File: src/rtl/rhythm_lanes.sv
// rtl/rhythm_lanes.sv - N-lane falling-note rhythm core; optional MISS_PENALTY_EN
module rhythm_lanes #(
   parameter int          LANES     = 4,
   parameter int          LANE_W    = 160,
   parameter int          TICK_DIV  = 2500000,
   parameter int          HIT_LO    = 350,
   parameter int          HIT_HI    = 500,
   parameter int          NOTE_LEN  = 70,
   parameter logic [19:0] LFSR_SEED = 20'd123456
) (
   input  logic             clk,
   input  logic             reset,
   input  logic [LANES-1:0] btn,
   input  logic [3:0]       speed,
   input  logic [9:0]       row,
   input  logic [9:0]       col,
   output logic [7:0]       r,
   output logic [7:0]       g,
   output logic [7:0]       b,
   output logic [15:0]      score_bcd,
   output logic [7:0]       combo,
   output logic             hit_pulse,
   output logic             miss_pulse
);

   localparam int CW        = (TICK_DIV > 1) ? $clog2(TICK_DIV) : 1;
   localparam int GREEN_LO  = HIT_LO + NOTE_LEN;
   localparam int GREEN_HI  = GREEN_LO + 10;
   localparam int SCORE_MAX = 9999;

   logic [LANES-1:0] btn_s1, btn_s2, btn_prev;
   logic [LANES-1:0] press, pending, pend_eff;
   logic [CW-1:0]    tick_cnt;
   logic             tick;
   logic [19:0]      lfsr;
   logic [10:0]      pos     [LANES];
   logic [10:0]      pos_nxt [LANES];
   logic [10:0]      step;
   logic [LANES-1:0] hit_v, miss_v;
   logic [3:0]       hit_cnt;
   logic             any_miss;
   logic [13:0]      score;
   logic [13:0]      score_nxt;
   logic [15:0]      score_sum;
   logic [8:0]       combo_sum;
   logic [7:0]       combo_nxt;
   logic [9:0]       px_lane, px_x;
   logic [10:0]      px_pos;
   logic [10:0]      row_w;

   // Buttons idle high, so the synchroniser resets to 1 to avoid a phantom edge
   always_ff @(posedge clk or negedge reset) begin
      if (!reset) begin
         btn_s1   <= '1;
         btn_s2   <= '1;
         btn_prev <= '1;
      end else begin
         btn_s1   <= btn;
         btn_s2   <= btn_s1;
         btn_prev <= btn_s2;
      end
   end

   assign press    = btn_prev & ~btn_s2;
   // A press landing on the tick cycle itself is judged on that tick
   assign pend_eff = pending | press;

   // Pending presses accumulate between ticks and are consumed by each tick
   always_ff @(posedge clk or negedge reset) begin
      if (!reset)    pending <= '0;
      else if (tick) pending <= '0;
      else           pending <= pending | press;
   end

   assign tick = (tick_cnt == CW'(TICK_DIV - 1));

   // Game tick divider, wraps on the tick cycle
   always_ff @(posedge clk or negedge reset) begin
      if (!reset)    tick_cnt <= '0;
      else if (tick) tick_cnt <= '0;
      else           tick_cnt <= tick_cnt + 1'b1;
   end

   // Free-running spawn LFSR (x^20 + x^17 + 1)
   always_ff @(posedge clk or negedge reset) begin
      if (!reset) lfsr <= LFSR_SEED;
      else        lfsr <= {lfsr[18:0], lfsr[19] ^ lfsr[16]};
   end

   // Per-lane judging (hit before miss before advance) and single-lane spawn
   always_comb begin
      hit_v  = '0;
      miss_v = '0;
      step   = '0;
      for (int i = 0; i < LANES; i++) begin
         pos_nxt[i] = pos[i];
         step       = pos[i] + 11'(speed);
         if (pos[i] != '0) begin
            if (pend_eff[i] && (pos[i] >= 11'(HIT_LO))) begin
               hit_v[i]   = 1'b1;
               pos_nxt[i] = '0;
            end else if (step >= 11'(HIT_HI)) begin
               miss_v[i]  = 1'b1;
               pos_nxt[i] = '0;
            end else begin
               pos_nxt[i] = step;
            end
         end
         // An empty lane cannot have been judged, so emptiness alone gates spawn
         if ((4'(i) == lfsr[3:0]) && (pos[i] == '0))
            pos_nxt[i] = 11'd1;
      end
   end

`ifdef MISS_PENALTY_EN
   logic [LANES-1:0] pen_v;
   logic [3:0]       pen_cnt;

   // Presses that found nothing hittable in their lane
   always_comb begin
      pen_v   = '0;
      pen_cnt = '0;
      for (int i = 0; i < LANES; i++) begin
         pen_v[i] = pend_eff[i] && (pos[i] < 11'(HIT_LO));
         pen_cnt  = pen_cnt + 4'(pen_v[i]);
      end
   end
`endif

   // Tick totals: net score change clamped to 0..9999, combo reset by any miss
   always_comb begin
      hit_cnt = '0;
      for (int i = 0; i < LANES; i++)
         hit_cnt = hit_cnt + 4'(hit_v[i]);
      score_sum = {2'b00, score} + {12'd0, hit_cnt};
`ifdef MISS_PENALTY_EN
      any_miss = (|miss_v) | (|pen_v);
      if (score_sum < {12'd0, pen_cnt}) score_sum = '0;
      else                              score_sum = score_sum - {12'd0, pen_cnt};
`else
      any_miss = |miss_v;
`endif
      if (score_sum > 16'(SCORE_MAX)) score_nxt = 14'(SCORE_MAX);
      else                            score_nxt = score_sum[13:0];
      combo_sum = {1'b0, combo} + {5'd0, hit_cnt};
      if (any_miss)               combo_nxt = '0;
      else if (combo_sum > 9'd255) combo_nxt = 8'd255;
      else                         combo_nxt = combo_sum[7:0];
   end

   // Game state advances only on the tick; pulses mark the cycle after it
   always_ff @(posedge clk or negedge reset) begin
      if (!reset) begin
         for (int i = 0; i < LANES; i++) pos[i] <= '0;
         score      <= '0;
         combo      <= '0;
         hit_pulse  <= 1'b0;
         miss_pulse <= 1'b0;
      end else begin
         hit_pulse  <= tick & (|hit_v);
         miss_pulse <= tick & any_miss;
         if (tick) begin
            for (int i = 0; i < LANES; i++) pos[i] <= pos_nxt[i];
            score <= score_nxt;
            combo <= combo_nxt;
         end
      end
   end

   function automatic logic [15:0] to_bcd(input logic [13:0] v);
      logic [29:0] sh;
      sh = {16'd0, v};
      for (int k = 0; k < 14; k++) begin
         for (int d = 0; d < 4; d++)
            if (sh[14+4*d +: 4] >= 4'd5) sh[14+4*d +: 4] = sh[14+4*d +: 4] + 4'd3;
         sh = sh << 1;
      end
      return sh[29:14];
   endfunction

   assign score_bcd = to_bcd(score);

   // Pixel lookup: which lane and where inside it, plus that lane's note position
   always_comb begin
      px_lane = col / 10'(LANE_W);
      px_x    = col % 10'(LANE_W);
      row_w   = {1'b0, row};
      px_pos  = '0;
      for (int i = 0; i < LANES; i++)
         if (px_lane == 10'(i)) px_pos = pos[i];
   end

   // Registered colour, first matching rule wins
   always_ff @(posedge clk or negedge reset) begin
      if (!reset) begin
         r <= '0;
         g <= '0;
         b <= '0;
      end else begin
         r <= '0;
         g <= '0;
         b <= '0;
         if (px_lane >= 10'(LANES)) begin
            r <= '0;
         end else if ((px_x <= 10'd20) || (px_x >= 10'(LANE_W - 20))) begin
            b <= 8'd100;
         end else if ((row_w >= 11'(GREEN_LO)) && (row_w <= 11'(GREEN_HI))) begin
            g <= 8'd100;
         end else if ((px_pos != '0) && (px_pos <= row_w) &&
                      (row_w < px_pos + 11'(NOTE_LEN))) begin
            r <= 8'd100;
         end
      end
   end

endmodule

File: config.mk
export PLATFORM = sky130hd
export DESIGN_NAME = rhythm_lanes
export DESIGN_NICKNAME = d
export VERILOG_FILES = /design/src/rtl/rhythm_lanes.sv
export SDC_FILE = /design/constraint.sdc
export NUM_CORES = 1
export LEC_CHECK = 0
export BUFFER_PORTS_ARGS = -buffer_cell sky130_fd_sc_hd__buf_2
export CAP_MARGIN = 20
export CORE_MARGIN = 10
export CORE_UTILIZATION = 60
export DETAILED_ROUTE_END_ITERATION = 10
export PLACE_DENSITY = 0.8
export REMOVE_ABC_BUFFERS = 1
export SYNTH_ARGS = -nofsm -noshare
export SYNTH_HDL_FRONTEND = slang
export SYNTH_SLANG_ARGS = --single-unit
File: constraint.sdc
create_clock -name clk -period 12.02 [get_ports clk]
set_input_delay 0 -clock clk [delete_from_list [all_inputs] [get_ports clk]]
set_output_delay 0 -clock clk [all_outputs]
set_load 0.05 [all_outputs]
Word level (Yosys, flattened, before mapping)
Index checks and enable logic that the tools add are counted.

Register bits: 150. Bits in latches: 0. Bits in writable memories: 0. ROM bits: 0. Input port bits: 30. Memories: 0.

Add/subtract/negate cells: 57. Multiply operators: 0. Divide/modulo/power cells: 2. Magnitude comparators: 63. Eq/ne operators: 7. Shifts and indexed selects: 0. Mux-type cells: 100. Bitwise gates (word level): 6. Reduce and logical (&&, ||, !) cells: 33.

Operators with widths (count): two-way mux 11 bit (20); >= comparator 4 x 3 -> 1 bit (second input constant) (42); two-way mux 4 bit (34); adder 4 x 2 -> 4 bit (second input constant) (33); >= comparator 11 x 9 -> 1 bit (second input constant) (8); nonzero test 11 bit (5); two-way mux 8 bit (6); adder 11 x 4 -> 11 bit (4); logical NOT 11 bit (4); two-way mux 3 bit (13); two-way mux 7 bit (5); adder 3 x 2 -> 3 bit (second input constant) (9); adder 22 x 1 -> 22 bit (second input constant) (1); == test 22 bit (second input constant) (1); two-way mux 22 bit (1); == test 10 x 2 -> 1 bit (second input constant) (2); two-way mux 1 bit (20); adder 14 x 4 -> 15 bit (1); greater-than comparator 15 x 14 -> 1 bit (second input constant) (1); two-way mux 14 bit (1); adder 11 x 7 -> 11 bit (second input constant) (1); less-or-equal comparator 11 x 10 -> 1 bit (1); logical AND 1 bit (11); < comparator 10 x 11 -> 1 bit (1); other kinds (30) (43).

Depth between registers and ports, before layout
Gate-level depths: netlist of the first run.

Word-level depth: 26. Mapped depth: 51. Gate-level depth less buffers: 49.

Worst setup path before layout of the first run
Ideal clock, no wire load.

Path kind: flip-flop to output port. From: reg score[12]. To: out score_bcd[14]. Data arrival time: 9410 ps. Slack: 2610 ps. Cell stages (with the launch flop): 51. Cell sequence: dfrtp_1 -> buf_4 -> inv_1 -> ha_1 -> o21ai_2 -> xnor2_2 -> inv_2 -> ha_1 -> nand2b_1 -> a32oi_2 -> buf_6 -> xnor2_1 -> inv_1 -> ha_1 -> nor2b_1 -> nor2_1 -> mux2i_1 -> nand2_1 -> [15 not listed] -> xnor2_1 -> inv_1 -> ha_1 -> o21a_1 -> nor2_1 -> o21ai_1 -> nor2_2 -> nor2_1 -> xnor2_1 -> ha_1 -> inv_1 -> ha_1 -> a21oi_1 -> xnor2_1 -> ha_1 -> nor2b_1 -> o21a_1 -> mux2i_1.

Longest elaborated chain between the ends: 24. Elaborated cells between the ends (all ways): 108.

Ends and longest elaborated chain: start: declaration (RTL line 42) `logic [13:0] score;`; start signal: assignment (RTL line 164) `score <= score_nxt;`; adder 4 x 2 -> 4 bit / >= comparator 4 x 3 -> 1 bit (equally long branches) (RTL line 175) `if (sh[14+4*d +: 4] >= 4'd5) sh[14+4*d +: 4] = sh[14+4*d +: 4] + 4'd3;`; two-way mux 4 bit * (RTL line 175); adder 4 x 2 -> 4 bit / >= comparator 4 x 3 -> 1 bit (equally long branches) (RTL line 175); two-way mux 4 bit (RTL line 175); adder 4 x 2 -> 4 bit / >= comparator 4 x 3 -> 1 bit (equally long branches) (RTL line 175); two-way mux 4 bit (RTL line 175); adder 4 x 2 -> 4 bit, or another cell as far along (RTL line 175); two-way mux 4 bit / two-way mux 3 bit (equally long branches) (RTL line 175); [8 not listed]; adder 4 x 2 -> 4 bit, or another cell as far along (RTL line 175); two-way mux 4 bit / two-way mux 3 bit (equally long branches) (RTL line 175); adder 4 x 2 -> 4 bit, or another cell as far along (RTL line 175); two-way mux 4 bit / two-way mux 3 bit (equally long branches) (RTL line 175); adder 4 x 2 -> 4 bit, or another cell as far along (RTL line 175); two-way mux 4 bit / two-way mux 3 bit (equally long branches) (RTL line 175); >= comparator 4 x 3 -> 1 bit / adder 3 x 2 -> 3 bit (equally long branches) (RTL line 175); two-way mux 3 bit * (RTL line 175); end: declaration (RTL line 20) `output logic [15:0] score_bcd,`.

Every way passes the cells marked *; elsewhere a longest branch is shown, timed or not.

Final worst setup path of the first run
Ends and elaborated chain as after synthesis.

==> impl_metrics.csv, run 1 <==
group,metric,value,unit
timing,rsz0062_at_grt,"false",
layout,syn2layout_area_growth,8.70,%
global_route,overflow,0,
die,fp.coreArea,19300,um^2
setup_path,cpPeakStageDelay,0.57,ns
setup_path,path_max_fanout,12,
power,p_switching,0.269,mW
die,fp.dieH,160,um
layout,seq_area,3250,um^2
power,p_per_area,86.0,nW/um^2
power,leakagePower,5.68,nW
synthesis,avgSynthCellArea,8.06,um^2
power,clockPowerShare,50.4,%
global_route,antenna_found_initial,0,
setup_path,cp-end-kind,"primary output",
global_route,grt_max_degree,71,
clock_tree,cts.sinks,129,
route,drt_iter0_drc,978,
synthesis,synth_cell_types,104,
route,drcViolationCount,0,
clock_tree,cts_tree,"yes",
setup_path,cp.required,12.02,ns
clock_tree,worstSkewPairLatency,0.43,ns
die,start_util,60.5,%
global_route,grtUsageMet2,32.6,%
clock_tree,cts_made_buffers,17,
setup_path,path_class,"register to primary output",
route,viasPerCell,6.20,
timing,fin_ws,1.24,ns
global_route,use_met1,30.4,%
synthesis,ys_seq_elements,129,
timing,slew_headroom,29.3,%
global_route,use_met3,3.98,%
timing,fin_crit,10.78,ns
power,irDropWorstVdd,94.6,uV
synthesis,synthFlopType,"dfrtp_1",
power,combPwrFrac,9.4,%
synthesis,netlist_top_cells_area,"dfrtp_1, ha_1, o21ai_0, nor2_1, dfstp_2",
route,drtPass1Iterations,6,
power,swShare,24.6,%
synthesis,synth_edf_count,0,
placed_design,hpwl,20200,um
outcome,status,"complete, no violations",
placed_design,gp_congestion,0.878,
layout,final_common_cell,"nor2_1",
clock_tree,path_clk_slew,0.06,ns
timing,final.setup.tns,0,ns
die,die_x,160,um
synthesis,synth_area,11700,um^2
layout,drive_above_1_share,12.3,%
timing,fmax,92.7,MHz
die,rows,51,
power,finalPower,1.09,mW
synthesis,synthCells,1451,
synthesis,ys.warnings.count,0,
timing,clock_skew,0.00779,ns
clock_tree,clock_path_buffers,2,
synthesis,async_flop_share,100,%
global_route,track_usage,21.6,%
flow_run,maxCapViolations,0,
clock_tree,h-tree-depth,4,
route,ant_nets,0,
layout,num_antenna_cells,0,
synthesis,yosysTopAreaCell,"dfrtp_1",
layout,mostFrequentLayoutCells,"nor2_1, nand2_1, o21ai_0",
timing,finalHoldViolCount,0,
worst_hold_path,holdPathStages,3,
global_route,grt_pass1_wl,47900,um
timing,worstMarginPinSlew,1.06,ns
synthesis,yosysSeqAreaShare,27.8,%
placed_design,place_ws,1.63,ns
power,pwr-share-seq,40.2,%
synthesis,netlist.area_leader.share,23.7,%
layout,multi_input_area,7710,um^2
clock_tree,cts_root_buffer,"clkbuf_16",
setup_path,crit_arrival,10.78,ns
route,vias,10843,
placed_design,port_buffers,64,
timing,fin_crit_sh,89.7,%
layout,layout.nets,1580,
route,routedWlPerCell,16.1,um
die,ioPinCount,80,
route,drt_wl_total,28100,um
setup_path,reg2reg_depth,23,
setup_path,slowest_stage,"dfrtp_1",
die,dieArea,25500,um^2
timing,drv_slew,0,
layout,nFillCells,1633,
power,internal_power,0.825,mW
global_route,grt.busiest_layer,"met2",
worst_hold_path,hold_path.class,"input port to register",
timing,setup_viol_count_final,0,
setup_path,crit_path_frequent_cell,"ha_1",
global_route,grt_pass1_vias,10086,
clock_tree,post-cts-setup-buffer-count,0,
setup_path,worst_setup_path_start_kind,"register",
state kept, by name, indices dropped and copies added (netlist names), 4 cells and up:
name	cells
lfsr	20
pos	44
btn_s2	4
pending	4
btn_s1	4
combo	8
score	14
btn_prev	4
tick_cnt	22
synthesized netlist by cell type, drive strengths merged, types with 13 or more instances:
master and count:
a21o 25, a21oi 93, a31oi 23, and2 18, and3 21, buf 40
clkbuf 50, dfrtp 111, dfstp 18, ha 71, inv 91, mux2i 16
nand2 126, nand2b 24, nand3 54, nand4 25, nor2 132, nor2b 31
nor3 35, nor4 18, o211ai 13, o21ai 130, o221ai 13, o22ai 18
o31ai 21, xnor2 44, xor2 32
cell families (layout without fill, tap and decap cells):
kind of cell | after synthesis | after routing | synth area share, %
multiplexers | 25 | 25 | 2.65
other | 1 | 15 | 0.0321
adder cells (fa/ha/maj) | 79 | 79 | 8.89
flip-flops | 129 | 129 | 27.8
AND/OR/NAND/NOR | 519 | 519 | 21.9
buffers and inverters | 184 | 204 | 6.90
AO/OA/AOI/OAI | 438 | 438 | 25.7
XOR/XNOR | 76 | 76 | 6.11
stage by stage:
| step | instances | area [um^2] | utilization, % | hold WS, ns |
|---|---|---|---|---|
| after floorplan | 1375 | 11300 | - | -0.296 |
| after global placement | 1709 | 12000 | 62.1 | 0.0156 |
| after detailed placement | 1710 | 12000 | 62.1 | 0.0226 |
| after CTS | 1748 | 12700 | 65.7 | 0.0147 |
| after global routing | 1750 | 12700 | 65.8 | 0.0666 |
| final | 1750 | 12700 | 65.8 | 0.0408 |
worst max-delay path: cells and delay by family (launching register included):
kind            cells  cell delay (ns)
compound gates     11             2.59
fa+ha+maj          10             2.28
simple gates       12             2.07
xor+xnor            7             1.43
buf+inv             8             0.98
flops               1             0.57
mux                 2             0.41
power groups by stage:
stage / combinational, mW / sequential (mW) / clock, mW
finish: 0.103 / 0.440 / 0.551
global route: 0.115 / 0.440 / 0.574
CTS: 0.102 / 0.440 / 0.556
detailed placement: 0.100 / 0.448 / 0
global placement: 0.0975 / 0.448 / 0
floorplan: 0.0583 / 0.456 / 0
timing repair:
item,CTS,global route
endpoints found under the hold margin,64,0
hold buffers,6,0
gates resized for setup,0,1
endpoints found under the setup margin,0,3
layer usage:
metal,vias to the layer above,routed length [um]
met1,5103,13300
met4,0,513
met2,415,12500
met3,52,1830
li1,5273,-
met5,-,0
worst paths after layout:
kind,startpoint,endpoint,slack [ns]
worst max-delay path,score[12]$_DFFE_PN0N_,score_bcd[14],1.24
worst min-delay path,col[7],b[5]$_DFF_PN0_,0.04
worst max register to register,pos[37]$_DFFE_PN0P_,score[10]$_DFFE_PN0N_,6.13
worst min register to register,lfsr[10]$_DFF_PN0_,lfsr[11]$_DFF_PN0_,0.34
max in group asynchronous,reset,lfsr[10]$_DFF_PN0_,10.60
min in group asynchronous,reset,pos[28]$_DFFE_PN0P_,0.13
final cells by class:
type,instances,share of cell area (%)
Clock buffer,19,3.48
Clock inverter,13,1.45
Inverter,94,2.77
Multi-Input combinational cell,1152,60.6
Sequential cell,129,25.6
Tap cell,265,2.61
Timing Repair Buffer,78,3.49
(Power assumes the default switching activity.)
==> run 2, diff against run 1 <==
- ABC_AREA: not set -> 1
- PLACE_DENSITY: 0.8 -> 0.81
- SKIP_CTS_REPAIR_TIMING: not set -> 1
==> impl_metrics.csv, run 2 <==
group,metric,value,unit
layout,final_cell_area,11800,um^2
setup_path,cp.required,12.02,ns
timing,drv_slew,0,
placed_design,placed_cell_area,11000,um^2
synthesis,synth_cell_types,58,
layout,drive_above_1_share,15.1,%
timing,fin_crit_sh,73.6,%
route,drt_iter0_drc,674,
placed_design,gp_congestion,0.966,
route,routedWlPerCell,13.9,um
synthesis,yosysTopAreaCell,"dfrtp_1",
power,p_per_area,99.4,nW/um^2
clock_tree,cts_root_buffer,"clkbuf_16",
die,dieArea,23200,um^2
setup_path,crit_path_frequent_cell,"nand2_1",
route,viasPerCell,5.50,
worst_hold_path,hold_path.class,"input port to register",
timing,fmax,113,MHz
clock_tree,cts_made_buffers,17,
global_route,grt_pass1_vias,9269,
placed_design,place_ws,3.75,ns
synthesis,synth_most_common_cell,"nand2_1",
layout,multi_input_area,6140,um^2
setup_path,slowest_stage,"dfrtp_1",
layout,nFillCells,1449,
clock_tree,cts.sinks,129,
global_route,grt_pass1_wl,41900,um
global_route,antenna_found_initial,0,
placed_design,dp.cells,1721,
placed_design,port_buffers,64,
global_route,overflow,0,
layout,syn2layout_area_growth,11.6,%
synthesis,synth_area,10500,um^2
global_route,grt_max_degree,86,
setup_path,path_max_fanout,7,
route,ant_nets,0,
clock_tree,worstSkewPairLatency,0.43,ns
timing,fin_hold_ws,0.00691,ns
synthesis,synthCells,1444,
clock_tree,path_clk_slew,0.06,ns
layout,mostFrequentLayoutCells,"nand2_1, inv_1, nor2_1",
setup_path,crit_arrival,8.85,ns
flow_run,maxCapViolations,0,
clock_tree,cts_tree,"yes",
setup_path,path_class,"register to primary output",
global_route,track_usage,20.8,%
synthesis,ys.warnings.count,0,
synthesis,netlist.area_leader.share,26.4,%
power,leakagePower,6.57,nW
synthesis,async_flop_share,100,%
route,vias,9693,
timing,fin_crit,8.85,ns
route,drtPass1Iterations,5,
timing,clock_skew,0.0150,ns
placed_design,hpwl,18700,um
synthesis,synth_edf_count,0,
timing,finalHoldViolCount,0,
die,fp.dieH,152,um
layout,reg.largest.list,"pos: 44 flops, tick_cnt: 22 flops, lfsr: 20 flops",
die,rows,48,
layout,fin_cells,1761,
die,die_x,152,um
route,drt_wl_total,24600,um
layout,largest_reg_flops,44,
layout,max_flop_register,"pos",
clock_tree,clock_path_buffers,2,
outcome,status,"complete, no violations",
synthesis,synthFlopType,"dfrtp_1",
clock_tree,h-tree-depth,4,
synthesis,synth_top_cells_by_count,"nand2_1, inv_1, nor2_1, dfrtp_1, nand3_1",
layout,layout.nets,1631,
synthesis,yosysSeqAreaShare,30.9,%
timing,rsz0062_at_grt,"false",
die,fp.coreArea,17200,um^2
die,start_util,61.1,%
die,ioPinCount,80,
setup_path,cpPeakStageDelay,0.46,ns
layout,seq_area,3250,um^2
power,irDropWorstVdd,131,uV
setup_path,cp-end-kind,"primary output",
layout,num_antenna_cells,0,
timing,setup_viol_count_final,0,
synthesis,avgSynthCellArea,7.29,um^2
route,drcViolationCount,0,
timing,worstMarginPinSlew,0.721,ns
synthesis,ys_seq_elements,129,
timing,fin_ws,3.17,ns
timing,slew_headroom,51.8,%
layout,final_common_cell,"nand2_1",
setup_path,worst_setup_path_start_kind,"register",
timing,final.setup.tns,0,ns
synthesis,netlist_top_cells_area,"dfrtp_1, nand2_1, inv_1, ha_1, nor2_1",
==> run 2: cell types whose count changed in the layout (fill, tap and decap cells not counted), sizes merged, moves of 21 or more <==
cell / previous run / this run
nand2: 126 / 327
inv: 93 / 265
o21ai: 130 / 56
nand3: 54 / 112
a21oi: 93 / 55
xnor2: 44 / 10
nor2b: 31 / 0
nand2b: 24 / 0
a21o: 25 / 4
==> run 2: cell type report <==
type | instances | area share (%)
Clock buffer | 20 | 3.80
Clock inverter | 12 | 1.54
Inverter | 264 | 8.43
Multi-Input combinational cell | 1034 | 52.3
Sequential cell | 129 | 27.7
Tap cell | 225 | 2.40
Timing Repair Buffer | 77 | 3.90
==> run 2: final timing paths <==
check / startpoint / to / slack, ns / cells after the start
worst max register to register: pos[4]$_DFFE_PN0P_ / score[0]$_DFFE_PN0N_ / 6.79 / 27
min in group asynchronous: reset / pos[36]$_DFFE_PN0P_ / 0.12 / 2
worst max-delay path: score[11]$_DFFE_PN0N_ / score_bcd[14] / 3.17 / 59
max in group asynchronous: reset / lfsr[15]$_DFF_PN1_ / 10.70 / 4
worst min-delay path: col[9] / b[5]$_DFF_PN0_ / 0.007 / 4
worst min register to register: lfsr[15]$_DFF_PN1_ / lfsr[16]$_DFF_PN1_ / 0.35 / 0
==> run 2: per-stage QoR <==
stage / utilization [%] / total power [mW]
6_report: 68.2 / 1.17
5_1_grt: 68.2 / 1.21
4_1_cts: 67.6 / 1.17
3_5_place_dp: 64.0 / 0.617
3_3_place_gp: 64.0 / 0.613
2_1_floorplan: - / 0.570
==> run 2: routing by layer <==
layer / GRT usage [%] / up-vias / routed length, um
met5: 0 / - / 0
met4: 5.95 / 0 / 413
met3: 4.04 / 44 / 1420
met2: 34.1 / 262 / 11500
met1: 27.2 / 4482 / 11300
li1: - / 4905 / -
==> run 2: kinds of logic after synthesis <==
| logic type | share of synthesized area (%) |
|---|---|
| AO/OA/AOI/OAI | 13.4 |
| buffers and inverters | 11.3 |
| AND/OR/NAND/NOR | 29.6 |
| other | 0.0356 |
| XOR/XNOR | 4.99 |
| adder cells (fa/ha/maj) | 9.77 |
| flip-flops | 30.9 |
==> run 2: report_power, final <==
part	total, mW	internal [mW]	switching, mW
clock	0.552	0.354	0.198
sequential	0.441	0.439	0.00147
combinational	0.175	0.0576	0.117
total	1.17	0.851	0.317
==> run 2: critical path: cells and delay by family, from the launching register on <==
| family | cells | cell delay, ns |
|---|---|---|
| simple gates | 29 | 3.00 |
| xor+xnor | 2 | 0.53 |
| buf+inv | 11 | 1.09 |
| flops | 1 | 0.46 |
| compound gates | 8 | 1.57 |
| fa+ha+maj | 9 | 1.77 |
==> run 3, diff against run 2 <==
- CORE_UTILIZATION: 60 -> 56
- PLACE_DENSITY: 0.81 -> 0.79
- clock period: 12.02 -> 8 ns (I/O delays scaled with it)
==> impl_metrics.csv, run 3 (synthesized netlist as in run 2, its figures left out) <==
group,metric,value,unit
timing,fin_crit_sh,98.2,%
global_route,overflow,0,
timing,fmax,127,MHz
route,drtPass1Iterations,5,
die,start_util,56.7,%
global_route,grt_max_degree,78,
die,die_x,157,um
setup_path,cpPeakStageDelay,0.42,ns
route,drt_wl_total,25700,um
timing,finalHoldViolCount,0,
layout,num_antenna_cells,0,
layout,mostFrequentLayoutCells,"nand2_1, inv_1, nor2_1",
route,routedWlPerCell,14.3,um
setup_path,critPathTopFamily,"simple AND/OR/NAND/NOR gates",
global_route,track_usage,20.3,%
clock_tree,cts_made_buffers,17,
placed_design,hpwl,18800,um
setup_path,r2r-end,"score[0]$_DFFE_PN0N_",
setup_path,path_max_fanout,5,
die,ioPinCount,80,
layout,final_common_cell,"nand2_1",
outcome,status,"complete, no violations",
clock_tree,path_clk_slew,0.06,ns
layout,multi_input_area,6400,um^2
worst_hold_path,hold_path.class,"input port to register",
flow_run,maxCapViolations,0,
layout,syn2layout_area_growth,15.2,%
layout,max_flop_register,"pos",
setup_path,path_class,"register to primary output",
power,irDropWorstVdd,197,uV
route,viasPerCell,5.50,
clock_tree,cts_tree,"yes",
timing,fin_crit,7.85,ns
setup_path,cp-end-kind,"primary output",
route,vias,9865,
worst_hold_path,hold_end,"g[5]$_DFF_PN0_",
route,drcViolationCount,0,
setup_path,path_buf_inv,9,
layout,reg.largest.list,"pos: 44 flops, tick_cnt: 22 flops, lfsr: 20 flops",
die,dieArea,24700,um^2
setup_path,slowest_stage,"dfrtp_1",
clock_tree,cts.sinks,129,
worst_hold_path,hold_start,"col[4]",
worst_hold_path,holdPathStages,5,
route,met1_length,11300,um
timing,clock_skew,0.0110,ns
setup_path,crit_arrival,7.85,ns
setup_path,cp.required,8.00,ns
timing,slew_headroom,35.5,%
setup_path,crit_path_frequent_cell,"nand2_2",
layout,fin_util,65.3,%
global_route,grt_pass1_wl,41800,um
placed_design,dp.cells,1730,
power,p_per_area,139,nW/um^2
route,highest_layer,"met4",
die,rows,50,
timing,drv_slew,0,
timing,worstMarginPinSlew,0.967,ns
setup_path,reg2reg_depth,27,
setup_path,reg2reg_slack,2.74,ns
route,ant_nets,0,
layout,layout.nets,1654,
timing,fin_hold_ws,0.0155,ns
clock_tree,cts_root_buffer,"clkbuf_16",
layout,nFillCells,1581,
layout,largest_reg_flops,44,
clock_tree,worstSkewPairLatency,0.43,ns
clock_tree,clock_path_buffers,2,
setup_path,path_depth,59,
setup_path,reg2reg_from,"pos[4]$_DFFE_PN0P_",
global_route,antenna_found_initial,0,
timing,final.setup.tns,0,ns
placed_design,port_buffers,64,
power,leakagePower,6.71,nW
clock_tree,h-tree-depth,4,
layout,drive_above_1_share,19.4,%
die,fp.coreArea,18600,um^2
route,route.met3.wl,1620,um
layout,seq_area,3250,um^2
global_route,grt_pass1_vias,9159,
setup_path,worst_setup_path_start_kind,"register",
timing,setup_viol_count_final,0,
layout,fin_cells,1793,
placed_design,gp_congestion,0.912,
route,drt_iter0_drc,708,
route,dr_wl_met2,12400,um
die,fp.dieH,157,um
run 3: changes by cell type in the layout (fill, tap and decap cells not counted), moves of 4 or more:
cell     change
ha_2         +8
nand2_4      +5
ha_4         +4
nand3_1      -6
buf_4       +26
ha_1        -12
a21oi_1      -4
nand2_2      +6
inv_1        -5
inv_2        +4
nand2_1     -11
nand3_2      +6
run 3: tightest hold or removal path: stages:
cell	delay (ns)
buf_2	0.10
o21ai_0	0.06
o2111ai_1	0.09
nand2_1	0.10
nor3_1	0.05
run 3: worst max-delay path by stage:
| stage | start | end |
|---|---|---|
| CTS | score[11]$_DFFE_PN0N_ | score_bcd[13] |
| global route | score[12]$_DFFE_PN0N_ | score_bcd[13] |
| global placement | score[11]$_DFFE_PN0N_ | score_bcd[14] |
| finish | score[12]$_DFFE_PN0N_ | score_bcd[13] |
| floorplan | score[11]$_DFFE_PN0N_ | score_bcd[14] |
| detailed placement | score[11]$_DFFE_PN0N_ | score_bcd[13] |
run 3: area by class of cell:
class	count	share of cell area, %
multi-input cells	1034	52.7
flip-flops and latches	129	26.8
inverters	264	8.19
repair buffers	100	5.07
clock buffers	18	3.54
well taps	234	2.41
clock inverters	14	1.26
run 3: power by group:
group	switching (mW)	total [mW]	internal, mW
sequential	0.00242	0.663	0.660
combinational	0.173	0.258	0.0852
clock	0.308	0.770	0.462
total	0.484	1.69	1.21
run 3: layer usage:
layer / GRT usage [%] / vias to the layer above
met2: 33.6 / 277
met1: 26.5 / 4589
met5: 0 / -
met4: 5.30 / 0
met3: 4.09 / 45
li1: - / 4954
run 3: per-stage QoR:
step           worst slack [ns]  area [um^2]  power (mW)
2_1_floorplan             0.113        10400       0.856
3_3_place_gp              0.168        11000       0.920
3_5_place_dp             -0.198        11000       0.927
4_1_cts                  -0.782        11600        1.70
5_1_grt                  -0.366        12100        1.77
6_report                  0.145        12100        1.69
